===== src/rtl/cpu7_dbus_arb_pkg.sv =====
// cpu7_dbus_arb_pkg: shared widths, master ids and FSM state type for the data-bus arbiter
package cpu7_dbus_arb_pkg;
   localparam int GRLEN_DEF = 32;
   localparam int MAX_OUTST_DEF = 4;
   localparam logic ID_M0 = 1'b0;
   localparam logic ID_M1 = 1'b1;
   typedef enum logic {S_IDLE = 1'b0, S_LOCK = 1'b1} state_e;
endpackage


===== src/rtl/cpu7_dbus_tagq.sv =====
// cpu7_dbus_tagq: in-order 1-bit owner-id FIFO (clk/reset, push+din, pop, head/full/empty/count)
module cpu7_dbus_tagq #(
   parameter int DEPTH = 4
) (
   input  logic                       clk,
   input  logic                       reset,
   input  logic                       push,
   input  logic                       din,
   input  logic                       pop,
   output logic                       head,
   output logic                       full,
   output logic                       empty,
   output logic [$clog2(DEPTH):0]     count
);
   localparam int AW = $clog2(DEPTH);
   localparam int CW = AW + 1;
   logic [AW-1:0] wp_q, rp_q;
   logic [CW-1:0] cnt_q;
   logic [DEPTH-1:0] mem_q;
   logic do_push, do_pop;
   assign full = cnt_q == CW'(DEPTH);
   assign empty = cnt_q == '0;
   assign count = cnt_q;
   assign head = mem_q[rp_q];
   assign do_pop = pop & !empty;
   // a push into a full queue is only legal when the head leaves in the same cycle
   assign do_push = push & (!full | do_pop);
   always_ff @(posedge clk or posedge reset)
      if (reset) begin
         wp_q <= '0;
         rp_q <= '0;
         cnt_q <= '0;
      end else begin
         wp_q <= do_push ? wp_q + AW'(1) : wp_q;
         rp_q <= do_pop ? rp_q + AW'(1) : rp_q;
         cnt_q <= cnt_q + CW'(do_push) - CW'(do_pop);
      end
   always_ff @(posedge clk)
      if (do_push) mem_q[wp_q] <= din;
endmodule


===== src/rtl/cpu7_dbus_arb.sv =====
// cpu7_dbus_arb: round-robin two-master arbiter for the data SRAM-like bus (m0=LSU, m1=cacheop/prefetch; muxed data_* to bus, in-order data_ok routing, arb_idle/arb_err status)
module cpu7_dbus_arb
   import cpu7_dbus_arb_pkg::*;
#(
   parameter int GRLEN = GRLEN_DEF,
   parameter int MAX_OUTST = MAX_OUTST_DEF
) (
   input  logic             clk,
   input  logic             reset,
   input  logic             m0_req,
   input  logic [GRLEN-1:0] m0_addr,
   input  logic             m0_wr,
   input  logic [3:0]       m0_wstrb,
   input  logic [GRLEN-1:0] m0_wdata,
   output logic             m0_addr_ok,
   output logic             m0_data_ok,
   output logic [GRLEN-1:0] m0_rdata,
   input  logic             m1_req,
   input  logic [GRLEN-1:0] m1_addr,
   input  logic             m1_wr,
   input  logic [3:0]       m1_wstrb,
   input  logic [GRLEN-1:0] m1_wdata,
   output logic             m1_addr_ok,
   output logic             m1_data_ok,
   output logic [GRLEN-1:0] m1_rdata,
   output logic             data_req,
   output logic [GRLEN-1:0] data_addr,
   output logic             data_wr,
   output logic [3:0]       data_wstrb,
   output logic [GRLEN-1:0] data_wdata,
   input  logic             data_addr_ok,
   input  logic             data_data_ok,
   input  logic [GRLEN-1:0] data_rdata,
   output logic             arb_idle,
   output logic             arb_err
);
   localparam int CW = $clog2(MAX_OUTST) + 1;
   state_e state_q, state_d;
   logic owner_q, owner_d;
   logic prio_q;
   logic err_q;
   logic win, gnt, acc, pop;
   logic head, full, empty;
   logic [CW-1:0] cnt;
   // prio_q names the favoured master when both request; it flips away from each accepted winner
   assign win = (m0_req & m1_req) ? prio_q : m1_req;
   cpu7_dbus_tagq #(.DEPTH(MAX_OUTST)) u_tagq (
      .clk   (clk),
      .reset (reset),
      .push  (acc),
      .din   (gnt),
      .pop   (data_data_ok),
      .head  (head),
      .full  (full),
      .empty (empty),
      .count (cnt)
   );
   always_ff @(posedge clk or posedge reset)
      if (reset) begin
         state_q <= S_IDLE;
         owner_q <= ID_M0;
         prio_q <= ID_M0;
         err_q <= 1'b0;
      end else begin
         state_q <= state_d;
         owner_q <= owner_d;
         prio_q <= acc ? ~gnt : prio_q;
         err_q <= err_q | (data_data_ok & empty);
      end
   always_comb begin
      state_d = state_q;
      owner_d = owner_q;
      if (state_q == S_IDLE) begin
         state_d = (data_req & !data_addr_ok) ? S_LOCK : S_IDLE;
         owner_d = (data_req & !data_addr_ok) ? gnt : owner_q;
      end else begin
         state_d = data_addr_ok ? S_IDLE : S_LOCK;
      end
   end
   always_comb begin
      gnt = (state_q == S_LOCK) ? owner_q : win;
      // reset gates the request so the bus sees nothing while the arbiter is being cleared
      data_req = !reset & ((state_q == S_LOCK) | (!full & (m0_req | m1_req)));
      data_addr = !data_req ? '0 : gnt ? m1_addr : m0_addr;
      data_wr = data_req & (gnt ? m1_wr : m0_wr);
      data_wstrb = !data_req ? '0 : gnt ? m1_wstrb : m0_wstrb;
      data_wdata = !data_req ? '0 : gnt ? m1_wdata : m0_wdata;
      acc = data_req & data_addr_ok;
      m0_addr_ok = acc & (gnt == ID_M0);
      m1_addr_ok = acc & (gnt == ID_M1);
      pop = data_data_ok & !empty;
      m0_data_ok = pop & (head == ID_M0);
      m1_data_ok = pop & (head == ID_M1);
      m0_rdata = m0_data_ok ? data_rdata : '0;
      m1_rdata = m1_data_ok ? data_rdata : '0;
      arb_idle = (state_q == S_IDLE) & (cnt == '0);
      arb_err = err_q;
   end
endmodule

===== config.mk =====
export PLATFORM = sky130hd
export DESIGN_NAME = cpu7_dbus_arb
export DESIGN_NICKNAME = d
export VERILOG_FILES = /design/src/rtl/cpu7_dbus_arb_pkg.sv /design/src/rtl/cpu7_dbus_tagq.sv /design/src/rtl/cpu7_dbus_arb.sv
export SDC_FILE = /design/constraint.sdc
export NUM_CORES = 1
export LEC_CHECK = 0
export ABC_CLOCK_PERIOD_IN_PS = 6830
export BUFFER_PORTS_ARGS = -buffer_cell sky130_fd_sc_hd__buf_2
export CAP_MARGIN = 30
export CORE_AREA = 4 4 120 122
export CTS_CLUSTER_DIAMETER = 200
export DETAILED_ROUTE_END_ITERATION = 12
export DIE_AREA = 0 0 124 126
export GPL_TIMING_DRIVEN = 0
export PLACE_DENSITY = 0.54
export SYNTH_ARGS = -nofsm -noshare
export SYNTH_HDL_FRONTEND = slang
export SYNTH_SLANG_ARGS = --single-unit

===== constraint.sdc =====
create_clock -name clk -period 6.83 [get_ports clk]
set_input_delay 1.366 -clock clk [delete_from_list [all_inputs] [get_ports clk]]
set_output_delay 1.366 -clock clk [all_outputs]
set_load 0.005 [all_outputs]

After elaboration in Yosys (flattened, before gate mapping). Cells that the tools add are included.

Register bits: 15. Output and inout port bits: 140. Word-level logic and storage cells: 63.

Add/sub/neg operators: 4. $lt $le $gt $ge: 3. Equal/unequal tests: 1. Muxes and demuxes: 19. Bitwise operators: 21. Reduce and logical (&&, ||, !) cells: 7.

Operators by type and width (count): 32-bit 2-to-1 mux (6); 1-bit AND (14); 1-bit 2-to-1 mux (8); 4-bit 2-to-1 mux (2); 2-bit by 3-bit < comparator with 1-bit output (second input constant) (2); 2-bit by 1-bit adder with 2-bit output (second input constant) (2); 4-bit bitwise mux (1); 1-bit logical NOT (4); 1-bit OR (4); 3-bit by 1-bit adder with 3-bit output (1); 3-bit == test (second input constant) (1); 3-bit logical NOT (1); 1-bit inverter (3); 3-bit by 1-bit subtractor with 3-bit output (1); 1-bit binary-select mux with 2-bit select (1); 1-bit demux with 2-bit select (1); 2-bit by 1-bit greater-or-equal comparator with 1-bit output (second input constant) (1); 2-bit AND reduction (1); 1-bit logical AND (1).

Longest topological paths before layout. Gate-level depths: netlist (run 1).

Depth in word-level cells: 9. Depth in mapped cells: 11. Depth with buffers taken out: 9.

Modules after synthesis. Synthesis (run 1) repeated with hierarchy kept, for this count alone.

Cells, all modules: 369. Area, all modules: 2755.1 µm².

Modules (own cells, without submodules): cpu7_dbus_arb (times used 1, cells an instance 327, area an instance 2180.8 µm², seq. area each 100.1 µm²); cpu7_dbus_tagq (times used 1, cells an instance 42, area an instance 574.3 µm², seq. area each 295.3 µm²).

Worst setup path after synthesis (run 1). OpenSTA, ideal clock, no wires.

Path type: input-to-output. Start: input m1_req. End: output data_wdata[22]. Arrival time: 2.286 ns. Data required time: 5.464 ns. Path slack: 3.178 ns. Stages: 6. Path buffers: 1. Cells stage by stage: nor2b_1 a22oi_2 inv_2 clkbuf_1 nand2_1 a21oi_1.

Word-level cells in the longest chain between the ends: 5.

RTL lines: start, declared (RTL line cpu7_dbus_arb.sv:18) `input logic m1_req,`; 1-bit AND (RTL line cpu7_dbus_arb.sv:46) `assign win = (m0_req & m1_req) ? prio_q : m1_req;`; 1-bit 2-to-1 mux (*) (RTL line cpu7_dbus_arb.sv:46); 1-bit 2-to-1 mux (*) (RTL line cpu7_dbus_arb.sv:81) `gnt = (state_q == S_LOCK) ? owner_q : win;`; net gnt (RTL line cpu7_dbus_arb.sv:42) `logic win, gnt, acc, pop;`; 32-bit 2-to-1 mux (*) (2 in series) (RTL line cpu7_dbus_arb.sv:87) `data_wdata = !data_req ? '0 : gnt ? m1_wdata : m0_wdata;`; end, declared (RTL line cpu7_dbus_arb.sv:30) `output logic [GRLEN-1:0] data_wdata,`.

Mark *: on every way through the listed nets, which the timed path passes. The rest lies on a longest branch.

Worst setup path in the final report (run 1).
Start: input m1_req. End: output data_wdata[26].

The elaborated chain is that of the path after synthesis.

==> results of run 1 <==
[cell usage in the layout, fill, tap and decap left out]
cell type / synthesis / routed
a21o_1: 1 / 1
a21oi_1: 70 / 70
a22oi_2: 1 / 1
and2_1: 5 / 5
and3_1: 32 / 32
buf_2: 8 / 323
buf_6: 1 / 1
clkbuf_1: 28 / 29
clkbuf_16: 0 / 3
dfrtp_1: 11 / 11
diode_2: 0 / 3
edfxtp_1: 4 / 4
fa_1: 1 / 1
ha_1: 6 / 6
inv_1: 8 / 8
inv_2: 2 / 2
mux2_4: 1 / 1
mux4_2: 1 / 1
nand2_1: 173 / 173
nand2b_1: 2 / 2
nor2_1: 32 / 32
nor2b_1: 3 / 3
nor3_1: 3 / 3
nor3_2: 1 / 1
nor4_1: 1 / 1
nor4b_1: 1 / 1
o21ai_0: 1 / 1
o311ai_2: 1 / 1
o31ai_1: 1 / 1
o31ai_4: 1 / 1
o41ai_1: 1 / 1
or4b_4: 1 / 1
xnor2_1: 4 / 4
xor2_1: 1 / 1
[final timing paths]
| path | end | slack, ns | depth (start not counted) |
|---|---|---|---|
| max | data_wdata[26] | 2.38 | 8 |
| min | arb_err | 0.48 | 1 |
| max reg2reg | u_tagq.count[2] | 4.15 | 11 |
| min reg2reg | arb_err | 0.48 | 1 |
| max in group asynchronous | u_tagq.wp_q[0] | 5.33 | 2 |
| min in group asynchronous | arb_err | 1.15 | 2 |
[state kept, by name, summed over array words and instances (netlist names)]
register / flops
u_tagq.count: 3
state_q: 1
arb_err: 1
owner_q: 1
u_tagq.wp_q: 2
u_tagq.mem_q: 4
u_tagq.rp_q: 2
prio_q: 1
[final cells by class]
type	count	area (µm²)
Fill cell	1580	9026
Sequential cell	15	395.4
Tap cell	176	220.2
Clock buffer	4	78.83
Multi-Input combinational cell	345	1692
Buffer	37	156.4
Antenna cell	3	7.507
Timing Repair Buffer	315	1577
Inverter	10	37.54
[through the flow]
step / std cells / instance area (µm²) / hold WS (ns) / power, mW / util
2_1_floorplan: 407 / 2281 / 0.4510 / 0.5725 / -
4_1_cts: 902 / 4156 / 0.4916 / 1.015 / 0.3151
3_5_place_dp: 898 / 4078 / 0.4822 / 0.8966 / 0.3091
3_3_place_gp: 898 / 4078 / 0.4826 / 0.8972 / 0.3091
6_report: 905 / 4164 / 0.4811 / 0.9970 / 0.3157
5_1_grt: 905 / 4164 / 0.4994 / 1.111 / 0.3157
[cell families after synthesis]
family,share of synthesized area
flip-flops,0.1733
multiplexers,0.01645
AO/OA/AOI/OAI,0.1882
AND/OR/NAND/NOR,0.4761
XOR/XNOR,0.01920
buffers and inverters,0.08503
adder cells (fa/ha/maj),0.04169
[report_power, final]
group / internal, mW / switching, mW
logic: 0.306 / 0.418
clock network: 0.0788 / 0.0331
registers: 0.129 / 0.0317
total: 0.514 / 0.483
[metal layers]
metal | up-vias | global-route usage | wire length, µm
met5 | - | 0 | 0
met3 | 8 | 0.03363 | 1350
li1 | 1959 | - | -
met4 | 0 | 0.04381 | 187
met2 | 189 | 0.3038 | 6914
met1 | 1631 | 0.1697 | 4973
==> qor.csv, run 1 <==
stage;metric;value;unit
run_status;status;complete, no violations;
yosys;syn avg cell area;5.604;µm²
die;CORE AREA;0.01319;mm²
die;Starting Density;0.1729;
min_path;Min-Delay Path Class;reg -> reg;
timing;Max Clock Skew;0.001338;ns
yosys;Synth top cells by count;nand2_1 (173), a21oi_1 (70), and3_1 (32), nor2_1 (32), clkbuf_1 (28);
timing;period utilization;0.6513;
placed_design;Final GP Congestion;0.9209;
global_routing;GRT Residual Overflow;0;
job;max-cap viol count;0;
worst_setup_path;crit path cell chain;buf_2, nor2b_1, a22oi_2, inv_2, clkbuf_1, nand2_1, a21oi_1, buf_2;
timing;Final TNS setup;0;ns
worst_setup_path;Slowest-stage cell, CP;clkbuf_1;
die;Die ar.;0.01562;mm²
clock_network;CTS max path bufs;2;
clock_network;Sink Count;15;
timing;fin worst setup slack;2.382;ns
yosys;top cell type's share of synthesized area;0.2847;
yosys;Post-Syn Area;0.002281;mm²
pwr;Power Dens Cells;239.4;mW/mm²
yosys;most common cell in the netlist;nand2_1;
die;Ports;316;
pwr;maximum vdd drop;0.07156;mV
clock_network;clk slew on worst S/H paths;0.05;ns
route;Initial DRT Pass Iterations;4;
clock_network;post-CTS setup buffer count;0;
yosys;Yosys reg bits;15;
route;DRT Wirelength;13.43;mm
worst_setup_path;CP Data Required Time;5.46;ns
timing;RSZ-0062 raised after global routing;false;
die;num rows;42;
yosys;yosys warns;0;
yosys;Syn Nets;590;
pwr;leakage;2.584;nW
final_layout;nets;910;
clock_network;root buf cell;clkbuf_16;
clock_network;CTS tree;done;
worst_setup_path;Arr. time, crit path;3.08;ns
global_routing;pin count of the biggest net entering global routing;14;
worst_setup_path;Bufs and invs on worst path;4;
final_layout;P&R area growth vs syn;82.56;%
placed_design;Place WS;2.287;ns
timing;slew margin rel.;0.3866;
min_path;Worst Hold Launch;arb_err;
timing;final setup fails;0;
yosys;Synth Instances;407;
yosys;Synth area leader;nand2_1;
clock_network;CTS buffer count;3;
worst_setup_path;CP endpoint kind;output pin;
placed_design;Port Buf Inserts;315;
die;Die Y;126;µm
yosys;FFs w/ async S/R, synth;0.7333;
final_layout;share of layout cells above drive strength 1;0.4628;
route;vias per std cell;4.185;
yosys;sequential fraction of the synthesis area;0.1733;
worst_setup_path;largest fanout on the critical path;13;
timing;Fmax;0.2248;GHz
worst_setup_path;crit-path most repeated cell;buf_2;
timing;Slew Viols, Final;0;
placed_design;Final HPWL DP;11.74;mm
die;DIE WIDTH;124;µm
yosys;synth top area cells;nand2_1 (28%), a21oi_1 (15%), dfrtp_1 (12%);
route;detailed-route DRC error count;0;
worst_setup_path;Crit Path Class;in -> out;
timing;fin crit period;4.448;ns
clock_network;Hold-fix buffers, CTS;0;
global_routing;vias in the first global route;3795;
worst_setup_path;CP max stage delay;0.48;ns
route;DRT antenna net count;0;
clock_network;CTS resizes;0;
worst_setup_path;Crit. Startpoint;m1_req;
worst_setup_path;Crit path max-delay family;buffers and inverters;
global_routing;first-pass GRT wire length;19.46;mm
route;total number of vias;3787;
timing;worst slew pin tran;0.9186;ns
global_routing;GRT Total Usage;0.1579;
yosys;most common flop cell mapped by yosys;dfrtp_1;
yosys;unique cell type count in the Yosys netlist;32;
worst_setup_path;Worst setup SP type;input port;
clock_network;clk_lat worst skew;0.24;ns
clock_network;depth of the CTS H-tree;1;
yosys;Post-synth EDFFs;4;
worst_setup_path;FF-to-FF Start;u_tagq.count[1];
route;initial drt markers;130;
timing;Final Hold Vio Count;0;
route;wire per inst;14.84;µm
global_routing;antenna violations before repair;3;
No activity file was read; power rests on OpenSTA's default activity.
==> inputs of run 2 (changes only) <==
--- a/config.mk
+++ b/config.mk
@@ -5,7 +5,7 @@
 export SDC_FILE = /design/constraint.sdc
 export NUM_CORES = 1
 export LEC_CHECK = 0
-export ABC_CLOCK_PERIOD_IN_PS = 6830
+export ABC_CLOCK_PERIOD_IN_PS = 3700
 export BUFFER_PORTS_ARGS = -buffer_cell sky130_fd_sc_hd__buf_2
 export CAP_MARGIN = 30
 export CORE_AREA = 4 4 120 122
@@ -13,7 +13,7 @@
 export DETAILED_ROUTE_END_ITERATION = 12
 export DIE_AREA = 0 0 124 126
 export GPL_TIMING_DRIVEN = 0
-export PLACE_DENSITY = 0.54
+export PLACE_DENSITY = 0.56
 export SYNTH_ARGS = -nofsm -noshare
 export SYNTH_HDL_FRONTEND = slang
 export SYNTH_SLANG_ARGS = --single-unit
==> constraint.sdc (replaced) <==
create_clock -name clk -period 3.7 [get_ports clk]
set_input_delay 0.74 -clock clk [delete_from_list [all_inputs] [get_ports clk]]
set_output_delay 0.74 -clock clk [all_outputs]
set_load 0.005 [all_outputs]
==> qor.csv, run 2 (synthesis gave the netlist of run 1 again) <==
stage;metric;value;unit
clock_network;depth of the CTS H-tree;1;
route;initial drt markers;131;
min_path;Worst Hold Launch;arb_err;
clock_network;CTS buffer count;3;
global_routing;antenna violations before repair;3;
pwr;Clock power frac;0.116;
clock_network;Hold-fix buffers, CTS;0;
pwr;switching share of power;0.4908;
timing;slew margin rel.;0.4124;
die;Ports;316;
global_routing;pin count of the biggest net entering global routing;14;
clock_network;post-CTS setup buffer count;0;
global_routing;vias in the first global route;3668;
placed_design;Port Buf Inserts;315;
timing;Final Hold Vio Count;0;
timing;RSZ-0062 raised after global routing;false;
pwr;Int Power;0.9484;mW
timing;final setup fails;0;
clock_network;CTS tree;done;
die;DIE WIDTH;124;µm
route;detailed-route DRC error count;0;
final_layout;Util after Layout;0.3160;
timing;Fmax;0.3141;GHz
die;Starting Density;0.1729;
pwr;switching power;0.9140;mW
worst_setup_path;largest fanout on the critical path;10;
route;Initial DRT Pass Iterations;4;
route;wire per inst;15.19;µm
clock_network;CTS max path bufs;2;
worst_setup_path;Crit. Startpoint;m1_req;
pwr;register share of total power;0.160;
pwr;leakage;2.583;nW
pwr;maximum vdd drop;0.1962;mV
final_layout;P&R area growth vs syn;82.72;%
final_layout;share of layout cells above drive strength 1;0.4642;
pwr;Gate power share;0.724;
placed_design;Final GP Congestion;0.9370;
placed_design;Final HPWL DP;11.79;mm
final_layout;max reg flops;4;
global_routing;GRT Residual Overflow;0;
min_path;Min-Delay Path Class;reg -> reg;
job;max-cap viol count;0;
clock_network;CTS resizes;0;
timing;worst slew pin tran;0.8800;ns
timing;Final TNS setup;0;ns
clock_network;clk slew on worst S/H paths;0.05;ns
final_layout;nets;910;
clock_network;root buf cell;clkbuf_16;
route;vias per std cell;4.229;
worst_setup_path;Crit Path Class;in -> out;
clock_network;Sink Count;15;
clock_network;clk_lat worst skew;0.25;ns
final_layout;commonest non-fill, non-tap cells in the layout;buf_2 (323), nand2_1 (173), a21oi_1 (70), nor2_1 (32), and3_1 (32);
worst_setup_path;Worst setup SP type;input port;
global_routing;first-pass GRT wire length;19.38;mm
worst_setup_path;Arr. time, crit path;2.44;ns
die;num rows;42;
pwr;Power Dens Cells;446.9;mW/mm²
timing;Max Clock Skew;0.003456;ns
route;DRT antenna net count;0;
timing;period utilization;0.8605;
final_layout;commonest non-fill, non-tap cell in the layout;buf_2;
worst_setup_path;CP Data Required Time;2.96;ns
final_layout;Biggest register;u_tagq.mem_q;
die;CORE AREA;0.01319;mm²
route;total number of vias;3827;
die;Die ar.;0.01562;mm²
timing;fin crit period;3.184;ns
timing;Slew Viols, Final;0;
run_status;status;complete, no violations;
worst_setup_path;FF-to-FF Start;u_tagq.count[1];
die;Die Y;126;µm
worst_setup_path;CP endpoint kind;output pin;
global_routing;GRT Total Usage;0.1576;
route;DRT Wirelength;13.75;mm
[run 2: worst paths after layout]
path	depth (start not counted)	slack [ns]	to
hold / removal	1	0.48	arb_err
setup reg to reg	11	1.01	u_tagq.count[2]
setup / recovery	7	0.52	data_addr[18]
min in group asynchronous	2	0.53	u_tagq.wp_q[0]
hold reg to reg	1	0.48	arb_err
max in group asynchronous	2	2.81	arb_err
[run 2: stage by stage]
stage               setup slack [ns]  instance area, µm²  hold WS, ns  power (mW)  std cells
detailed placement            0.4273                4078       0.4803       1.667        898
finish                        0.5161                4168       0.4839       1.862        905
CTS                           0.4241                4160       0.4909       1.892        902
floorplan                      1.163                2281       0.4510       1.057        407
global placement              0.4203                4078       0.4817       1.659        898
global route                  0.3240                4168       0.5187       2.057        905
[run 2: critical path, cell delays in order]
cell	delay (ns)
buf_2	0.14
nor2b_1	0.14
a22oi_2	0.43
clkbuf_1	0.48
nand2_1	0.14
a21oi_1	0.22
buf_2	0.16
[run 2: layer usage]
metal | wire length (µm) | global-route usage | vias to the layer above
met3 | 1364 | 0.02780 | 6
met5 | 0 | 0 | -
met4 | 149 | 0.03737 | 0
met2 | 7027 | 0.2972 | 211
li1 | - | - | 1963
met1 | 5206 | 0.1810 | 1647
[run 2: power by group through the flow]
stage	sequential, mW	combinational, mW	clock [mW]
floorplan	0.286	0.771	0
global placement	0.300	1.36	0
detailed placement	0.302	1.36	0
CTS	0.299	1.37	0.220
global route	0.309	1.52	0.227
finish	0.297	1.35	0.216
[run 2: final cells by class]
cell class / count / area (µm²)
Multi-Input combinational cell: 345 / 1692
Fill cell: 1551 / 9022
Clock buffer: 3 / 75.07
Antenna cell: 3 / 7.507
Buffer: 37 / 156.4
Sequential cell: 15 / 395.4
Tap cell: 176 / 220.2
Timing Repair Buffer: 315 / 1577
Clock inverter: 1 / 7.507
Inverter: 10 / 37.54
==> inputs of run 3 (changes only) <==
--- a/config.mk
+++ b/config.mk
@@ -6,7 +6,7 @@
 export NUM_CORES = 1
 export LEC_CHECK = 0
 export ABC_CLOCK_PERIOD_IN_PS = 3700
-export BUFFER_PORTS_ARGS = -buffer_cell sky130_fd_sc_hd__buf_2
+export BUFFER_PORTS_ARGS = -buffer_cell sky130_fd_sc_hd__buf_4
 export CAP_MARGIN = 30
 export CORE_AREA = 4 4 120 122
 export CTS_CLUSTER_DIAMETER = 200
==> constraint.sdc (replaced) <==
create_clock -name clk -period 3.7 [get_ports clk]
set_input_delay 0 -clock clk [delete_from_list [all_inputs] [get_ports clk]]
set_output_delay 0 -clock clk [all_outputs]
set_load 0.005 [all_outputs]
==> qor.csv, run 3 (synthesis gave the netlist of run 1 again) <==
stage;metric;value;unit
route;total number of vias;3827;
timing;slew margin rel.;0.4038;
clock_network;CTS resizes;0;
worst_setup_path;CP max stage delay;0.47;ns
run_status;status;complete, no violations;
final_layout;commonest non-fill, non-tap cell in the layout;buf_4;
worst_setup_path;crit path cell chain;nor3_1, nor2b_1, clkbuf_1, clkbuf_1, ha_1, inv_1, ha_1, inv_1, fa_1, xnor2_1, xnor2_1;
worst_setup_path;Worst setup SP type;register;
timing;fin crit period;2.687;ns
final_layout;P&R area growth vs syn;118.1;%
placed_design;Final GP Congestion;0.9108;
min_path;Hold Crit Endpoint;owner_q;
final_layout;max reg flops;4;
timing;Fmax;0.3722;GHz
worst_setup_path;largest fanout on the critical path;10;
final_layout;commonest non-fill, non-tap cells in the layout;buf_4 (315), nand2_1 (173), a21oi_1 (70), nor2_1 (32), and3_1 (32);
route;Initial DRT Pass Iterations;4;
clock_network;CTS tree;done;
global_routing;vias in the first global route;3753;
placed_design;Final HPWL DP;12.32;mm
global_routing;GRT Residual Overflow;0;
final_layout;share of layout cells above drive strength 1;0.4609;
clock_network;CTS max path bufs;2;
timing;final setup fails;0;
clock_network;clk_lat worst skew;0.24;ns
final_layout;Biggest register;u_tagq.mem_q;
job;max-cap viol count;0;
worst_setup_path;Crit Path Class;reg -> reg;
worst_setup_path;CP Data Required Time;3.82;ns
clock_network;CTS buffer count;3;
worst_setup_path;worst reg2reg endpoint;u_tagq.count[2];
timing;fin worst setup slack;1.013;ns
final_layout;Layout fillers;1482;
final_layout;Inserted Diodes;0;
die;num rows;42;
route;wire per inst;15.71;µm
timing;Max Clock Skew;0.0009434;ns
global_routing;first-pass GRT wire length;20.41;mm
placed_design;Port Buf Inserts;315;
min_path;Worst Hold Launch;m1_req;
worst_setup_path;Arr. time, crit path;2.80;ns
die;Ports;316;
clock_network;root buf cell;clkbuf_16;
timing;worst slew pin tran;0.8929;ns
die;Die Y;126;µm
final_layout;non-filler cells, final;905;
global_routing;GRT Total Usage;0.1657;
timing;RSZ-0062 raised after global routing;false;
pwr;power after layout;2.064;mW
die;Die ar.;0.01562;mm²
route;DRT antenna net count;0;
pwr;leakage;2.770;nW
timing;Final Hold Vio Count;0;
timing;Final TNS setup;0;ns
timing;period utilization;0.7262;
route;initial drt markers;168;
worst_setup_path;r2r setup slk;1.01;ns
clock_network;Hold-fix buffers, CTS;3;
pwr;Power Dens Cells;414.8;mW/mm²
final_layout;nets;913;
global_routing;antenna violations before repair;0;
route;vias per std cell;4.229;
placed_design;Place WS;0.9670;ns
pwr;maximum vdd drop;0.1473;mV
die;Starting Density;0.1729;
worst_setup_path;CP endpoint kind;register;
global_routing;pin count of the biggest net entering global routing;14;
worst_setup_path;FF-to-FF Start;u_tagq.count[1];
route;DRT Wirelength;14.22;mm
route;detailed-route DRC error count;0;
worst_setup_path;Slowest-stage cell, CP;dfrtp_1;
clock_network;clk slew on worst S/H paths;0.05;ns
worst_setup_path;r2r worst-path depth;11;
min_path;hold depth;3;
die;DIE WIDTH;124;µm
clock_network;post-CTS setup buffer count;0;
die;CORE AREA;0.01319;mm²
placed_design;dpl cells;898;
timing;Slew Viols, Final;0;
clock_network;Sink Count;15;
clock_network;depth of the CTS H-tree;1;
timing;hold slack final;0.06395;ns
min_path;Min-Delay Path Class;in -> reg;
-- run 3: changes by cell type in the layout (fill, tap and decap cells not counted) --
cell | before | now
buf_2 | 323 | 8
clkbuf_1 | 28 | 29
dlygate4sd3_1 | 0 | 3
clkinvlp_4 | 1 | 0
diode_2 | 3 | 0
buf_4 | 0 | 315
-- run 3: where the power goes --
part | internal (mW) | switching, mW | leakage (nW)
Clock | 0.145 | 0.0582 | 0.0382
Sequential | 0.237 | 0.0597 | 0.165
Combinational | 0.765 | 0.798 | 2.57
-- run 3: per-stage QoR --
step	instance area [µm²]	utilization
after floorplan	2281	-
after global placement	4866	0.3689
after detailed placement	4866	0.3689
after CTS	4975	0.3772
after global routing	4975	0.3772
final	4975	0.3772
-- run 3: layout make-up --
type,count,area [µm²],share of cell area
plain buffers,37,156.4,0.03144
well taps,176,220.2,0.04427
flip-flops and latches,15,395.4,0.07948
inverters,10,37.54,0.007545
clock buffers,4,78.83,0.01585
multi-input cells,345,1692,0.3400
repair buffers,318,2395,0.4814
-- run 3: worst max-delay path by stage --
| stage | start | endpoint | slack [ns] |
|---|---|---|---|
| floorplan | u_tagq.count[1] | u_tagq.count[2] | 1.38 |
| global placement | u_tagq.count[1] | u_tagq.count[2] | 1.01 |
| detailed placement | u_tagq.count[1] | u_tagq.count[2] | 0.97 |
| CTS | u_tagq.count[1] | u_tagq.count[2] | 0.95 |
| global route | u_tagq.count[1] | u_tagq.count[2] | 0.77 |
| finish | u_tagq.count[1] | u_tagq.count[2] | 1.01 |
-- run 3: routing by layer --
metal | vias to the layer above | wire length [µm] | global-route usage
met3 | 6 | 1734 | 0.04978
met2 | 206 | 7268 | 0.3086
met5 | - | 0 | 0
met1 | 1656 | 5104 | 0.1857
met4 | 0 | 111 | 0.02835
li1 | 1959 | - | -
-- run 3: critical path, delay by kind of cell (launching register included) --
family                   cells  cell delay [ns]
buffers and inverters        4             0.78
adder cells (fa/ha/maj)      3             0.81
XOR/XNOR                     2             0.27
flip-flops                   1             0.47
AND/OR/NAND/NOR              2             0.24
